**src/rtl/e_tile_operand_dispatch.sv**
```systemverilog
// Result fan-out stage: buffers fired ALU results and serialises each valid target
// as one req/ack handshake to the operand network or the R-bank W-queue.
module e_tile_operand_dispatch #(
    parameter int DEPTH   = 4,
    parameter int DATA_W  = 64,
    parameter int NODE_ID = 0
) (
    input  logic                      clk,
    input  logic                      rst,
    input  logic                      flush,
    input  logic                      in_valid,
    output logic                      in_ready,
    input  logic [DATA_W-1:0]         in_data,
    input  logic [1:0]                in_tgt_valid,
    input  logic [1:0]                in_tgt_wq,
    input  logic [13:0]               in_tgt_instr,
    input  logic [3:0]                in_tgt_slot,
    output logic                      net_req,
    output logic [DATA_W-1:0]         net_data,
    output logic [6:0]                net_dest_instr,
    output logic [1:0]                net_dest_slot,
    output logic [6:0]                net_src_node,
    input  logic                      net_ack,
    output logic                      wq_req,
    output logic [4:0]                wq_id,
    output logic [DATA_W-1:0]         wq_data,
    input  logic                      wq_ack,
    output logic [$clog2(DEPTH):0]    occupancy
);

    localparam int PW = $clog2(DEPTH);
    localparam int CW = PW + 1;

    localparam logic [1:0] ST_IDLE  = 2'd0;
    localparam logic [1:0] ST_SEND0 = 2'd1;
    localparam logic [1:0] ST_SEND1 = 2'd2;

    logic [DATA_W-1:0] data_mem_q  [DEPTH];
    logic [1:0]        tv_mem_q    [DEPTH];
    logic [1:0]        wq_mem_q    [DEPTH];
    logic [13:0]       instr_mem_q [DEPTH];
    logic [3:0]        slot_mem_q  [DEPTH];

    logic [PW-1:0] rd_ptr_q, rd_ptr_d, wr_ptr_q, wr_ptr_d;
    logic [CW-1:0] count_q, count_d;
    logic [1:0]    state_q, state_d;

    logic [DATA_W-1:0] head_data;
    logic [1:0]        head_tv, head_wq, nxt_tv;
    logic [13:0]       head_instr;
    logic [3:0]        head_slot;
    logic              sel1, sending, cur_wq, done, pop, push;
    logic [6:0]        cur_instr;
    logic [1:0]        cur_slot, after_pop;

    function automatic logic [1:0] start_state(input logic [1:0] tv);
        return tv[0] ? ST_SEND0 : ST_SEND1;
    endfunction

    assign head_data  = data_mem_q[rd_ptr_q];
    assign head_tv    = tv_mem_q[rd_ptr_q];
    assign head_wq    = wq_mem_q[rd_ptr_q];
    assign head_instr = instr_mem_q[rd_ptr_q];
    assign head_slot  = slot_mem_q[rd_ptr_q];
    assign nxt_tv     = tv_mem_q[rd_ptr_q + PW'(1)];

    assign in_ready     = !rst && !flush && (count_q < CW'(DEPTH));
    assign occupancy    = count_q;
    assign net_src_node = 7'(NODE_ID);

    // Current target selection, handshake completion and FIFO push/pop strobes.
    always_comb begin
        sel1      = (state_q == ST_SEND1);
        sending   = (state_q == ST_SEND0) || (state_q == ST_SEND1);
        cur_wq    = sel1 ? head_wq[1] : head_wq[0];
        cur_instr = sel1 ? head_instr[13:7] : head_instr[6:0];
        cur_slot  = sel1 ? head_slot[3:2] : head_slot[1:0];
        done      = sending && (cur_wq ? wq_ack : net_ack);
        pop       = done && (sel1 || !head_tv[1]);
        push      = in_valid && in_ready && (in_tgt_valid != 2'b00);
    end

    // Moore outputs decoded from state and FIFO head; payloads are zero when idle.
    always_comb begin
        net_req        = sending && !cur_wq;
        wq_req         = sending && cur_wq;
        net_data       = net_req ? head_data : '0;
        net_dest_instr = net_req ? cur_instr : 7'd0;
        net_dest_slot  = net_req ? cur_slot : 2'd0;
        wq_data        = wq_req ? head_data : '0;
        wq_id          = wq_req ? cur_instr[4:0] : 5'd0;
    end

    // Next-state, pointer and occupancy computation.
    always_comb begin
        rd_ptr_d = pop ? rd_ptr_q + PW'(1) : rd_ptr_q;
        wr_ptr_d = push ? wr_ptr_q + PW'(1) : wr_ptr_q;
        case ({push, pop})
            2'b10:   count_d = count_q + CW'(1);
            2'b01:   count_d = count_q - CW'(1);
            default: count_d = count_q;
        endcase
        // A head popped from a single-entry FIFO hands over straight to a same-cycle push.
        if (count_q > CW'(1)) begin
            after_pop = start_state(nxt_tv);
        end else if (push) begin
            after_pop = start_state(in_tgt_valid);
        end else begin
            after_pop = ST_IDLE;
        end
        state_d = state_q;
        case (state_q)
            ST_IDLE: begin
                if (count_q != CW'(0)) state_d = start_state(head_tv);
                else                   state_d = ST_IDLE;
            end
            ST_SEND0: begin
                if (done) state_d = head_tv[1] ? ST_SEND1 : after_pop;
                else      state_d = ST_SEND0;
            end
            ST_SEND1: begin
                if (done) state_d = after_pop;
                else      state_d = ST_SEND1;
            end
            default: state_d = ST_IDLE;
        endcase
    end

    // Control registers; reset outranks flush, which outranks normal operation.
    always_ff @(posedge clk) begin
        if (rst || flush) begin
            state_q  <= ST_IDLE;
            rd_ptr_q <= '0;
            wr_ptr_q <= '0;
            count_q  <= '0;
        end else begin
            state_q  <= state_d;
            rd_ptr_q <= rd_ptr_d;
            wr_ptr_q <= wr_ptr_d;
            count_q  <= count_d;
        end
    end

    // Entry storage; contents are only observed through the head while sending.
    always_ff @(posedge clk) begin
        if (push) begin
            data_mem_q[wr_ptr_q]  <= in_data;
            tv_mem_q[wr_ptr_q]    <= in_tgt_valid;
            wq_mem_q[wr_ptr_q]    <= in_tgt_wq;
            instr_mem_q[wr_ptr_q] <= in_tgt_instr;
            slot_mem_q[wr_ptr_q]  <= in_tgt_slot;
        end
    end

endmodule

```
**config.mk**
```make
export PLATFORM = sky130hd
export DESIGN_NAME = e_tile_operand_dispatch
export DESIGN_NICKNAME = d
export VERILOG_FILES = /design/src/rtl/e_tile_operand_dispatch.sv
export SDC_FILE = /design/constraint.sdc
export NUM_CORES = 1
export LEC_CHECK = 0
export CORE_UTILIZATION = 40
export DETAILED_ROUTE_END_ITERATION = 8
export GPL_ROUTABILITY_DRIVEN = 0
export GPL_TIMING_DRIVEN = 0
export PLACE_DENSITY_LB_ADDON = 0.1
export SLEW_MARGIN = 20
export SYNTH_ARGS = -nofsm -noshare
export SYNTH_HDL_FRONTEND = slang
export SYNTH_SLANG_ARGS = --single-unit
```
**constraint.sdc**
```tcl
create_clock -name clk -period 10.05 [get_ports clk]
set_input_delay 2.5125 -clock clk [delete_from_list [all_inputs] [get_ports clk]]
set_output_delay 2.5125 -clock clk [all_outputs]
set_load 0.01 [all_outputs]
```
==> results.ini <==
[timing]
fmax_ghz=0.1481
finalSetupViolations=0
relSlewSlack=0.3602
period_needed_ns=6.751
rsz0062_at_grt=false
skew_ns=0.01549
worst_pin_slew_ns=0.9597
drv_slew=0
min_period_over_period=0.6717
setup-tns-final_ns=0
final-hold-violation-count=0

[yosys]
synth.most_common_cell=edfxtp_1
yosysSeqAreaShare=0.7390
synth_edf_count=344
syn-cell-area_sq_um=14280
synthCells=731
ys_async_sr_fraction=0
yosysTopAreaCell=edfxtp_1
synth_common_cells=edfxtp_1, and3_1, mux4_2
synth_area_per_cell_sq_um=19.53
yosysWarnings=0
synth-main-ff-cell=edfxtp_1
synth_seq_cells=355
synth_cell_types=36
netlist.area_leader.share=0.7236
ys_top_cells_by_area=edfxtp_1, mux4_2, and3_1

[grt]
grt_pass1_vias=7825
antenna_found_initial=1
grt_max_degree=42
grt_pass1_wl_microns=47200
grt-ovfl-total=0
grt_usage=0.1756

[finish]
fill_cells=2837
final_nets=1131
diodes=0
area_growth_pct=31.40
fin_util=0.5391
drive_above_1_share=0.1570

[cts]
cts_max_path_buffers=3
cts_buffers=39
clock-root-buffer=clkbuf_16
insertion_delay_ns=0.51
cts-htree-levels=2
hold_buffers=0
cts-resized-gates=0
post_cts_buffers=0
cts.clk_slew.worst_paths_ns=0.05
cts.sinks=355
cts_tree=yes

[pwr]
peakVddDrop_v=0.0001019
p_per_area_nw_per_um2=167.3
p_leak_nw=6.404

[drt]
vias=7699
viasPerCell=5.112
drcViolationCount=0
detail_route.wl_per_cell_microns=21.17
drt_wl_total_microns=31890
ant_nets=0
drt-initial-drc-count=376
firstDrtPassIters=4

[die]
num_rows=68
ios=247
fp.dieArea_sq_um=36450
die_y_microns=190.9
fp.dieW_microns=190.9
core_sq_um=34800
initial_core_util=0.4103

[setup_path]
max_stage_delay_ns=0.55
critPathArrivalTime_ns=4.24
crit_path_frequent_cell=clkdlybuf4s50_1
slowest_stage=clkdlybuf4s50_1
cp_data_required_time_ns=7.54
critPathCaptureType=output pin
cp_max_fo=10
startpoint_type=input pin
path_cells=clkdlybuf4s50_1, or2_2, clkbuf_1, nor2_1, clkdlybuf4s50_1
critPathKind=input pin to output pin
critical_path.top_delay_family=buffers and inverters
worst-path-buf-inv=3

[job]
max-cap-violations=0

[status]
outcome=finished clean

[worst_hold_path]
hold_path_class=register to register

[placement]
dp_hpwl_microns=20770
io_buffers=239

==> kinds of logic after synthesis <==
group,Yosys count,share of synthesized area
AO/OA/AOI/OAI,18,0.008064
XOR/XNOR,3,0.001841
adder cells (fa/ha/maj),13,0.01139
buffers and inverters,68,0.02086
flip-flops,355,0.7390
multiplexers,104,0.1486
other,1,0.0002627
AND/OR/NAND/NOR,169,0.06994
==> worst reg2reg max path, stage by stage (launching register included) <==
cell and delay [ns]:
dfxtp_1 0.34, nor4b_1 0.59, o21a_1 0.38, and2_4 0.35
buf_16 0.28, buf_16 0.29
==> power breakdown <==
part / internal, W / switching, W
clock: 0.000871 / 0.000526
sequential: 0.00163 / 0.00000239
combinational: 0.0000555 / 0.0000489
==> worst paths after layout <==
path | from | depth (start not counted) | slack (ns) | to
worst max-delay path | flush | 5 | 3.30 | in_ready
worst min-delay path | occupancy[2] | 2 | 0.54 | occupancy[2]
worst max register to register | occupancy[2] | 5 | 7.47 | slot_mem_q[0][2]
worst min register to register | occupancy[2] | 2 | 0.54 | occupancy[2]
==> layout by cell type, fill, tap and decap left out, drive strengths merged, types with 4 or more instances in the layout <==
cell type      netlist  routed
edfxtp             344     344
ha                  13      13
mux4                86      86
and2                 5       5
clkbuf              40      96
a21oi                5       5
clkinv               0       5
buf                 16      25
clkdlybuf4s50        0     239
and3               129     129
nand2                6       6
mux2i               17      17
bufinv               0       5
nor2                20      20
dfxtp               11      11
inv                 12      12
conb                 1       7
o21ai                4       4
==> area by class of cell <==
| type | count | area [sq um] | share of cell area |
|---|---|---|---|
| buffer | 56 | 255.2 | 0.01361 |
| clock buffer | 56 | 1082 | 0.05769 |
| clock inverter | 10 | 168.9 | 0.009004 |
| inverter | 12 | 45.04 | 0.002401 |
| multi-input combinational | 314 | 3461 | 0.1845 |
| sequential | 355 | 10550 | 0.5624 |
| tap | 455 | 569.3 | 0.03035 |
| timing repair buffer | 248 | 2628 | 0.1401 |
==> state kept, by name, indices dropped and copies added, names as in the netlist, named ones only <==
register	cells
wq_mem_q	8
wr_ptr_q	2
slot_mem_q	16
occupancy	3
instr_mem_q	56
state_q	2
rd_ptr_q	2
tv_mem_q	8
data_mem_q	256
==> metal layers <==
metal	GRT usage	part of all wire	vias to the layer above
li1	-	-	3557
met3	0.03910	0.064	55
met4	0.05415	0.025	2
met2	0.2832	0.49	216
met5	0	0.00041	-
met1	0.2376	0.43	3869
==> through the flow <==
step | hold WS [ns] | cell area (sq um) | worst slack (ns) | power, W | std cells
3_3_place_gp | 0.5073 | 17260 | 1.749 | 0.001771 | 1431
2_1_floorplan | 0.4830 | 14300 | 4.343 | 0.001701 | 737
4_1_cts | 0.5393 | 18760 | 3.287 | 0.003175 | 1506
3_5_place_dp | 0.5041 | 17510 | 3.294 | 0.001773 | 1440
6_report | 0.5402 | 18760 | 3.299 | 0.003138 | 1506
5_1_grt | 0.5858 | 18760 | 3.229 | 0.003242 | 1506
(Power assumes the default switching activity.)
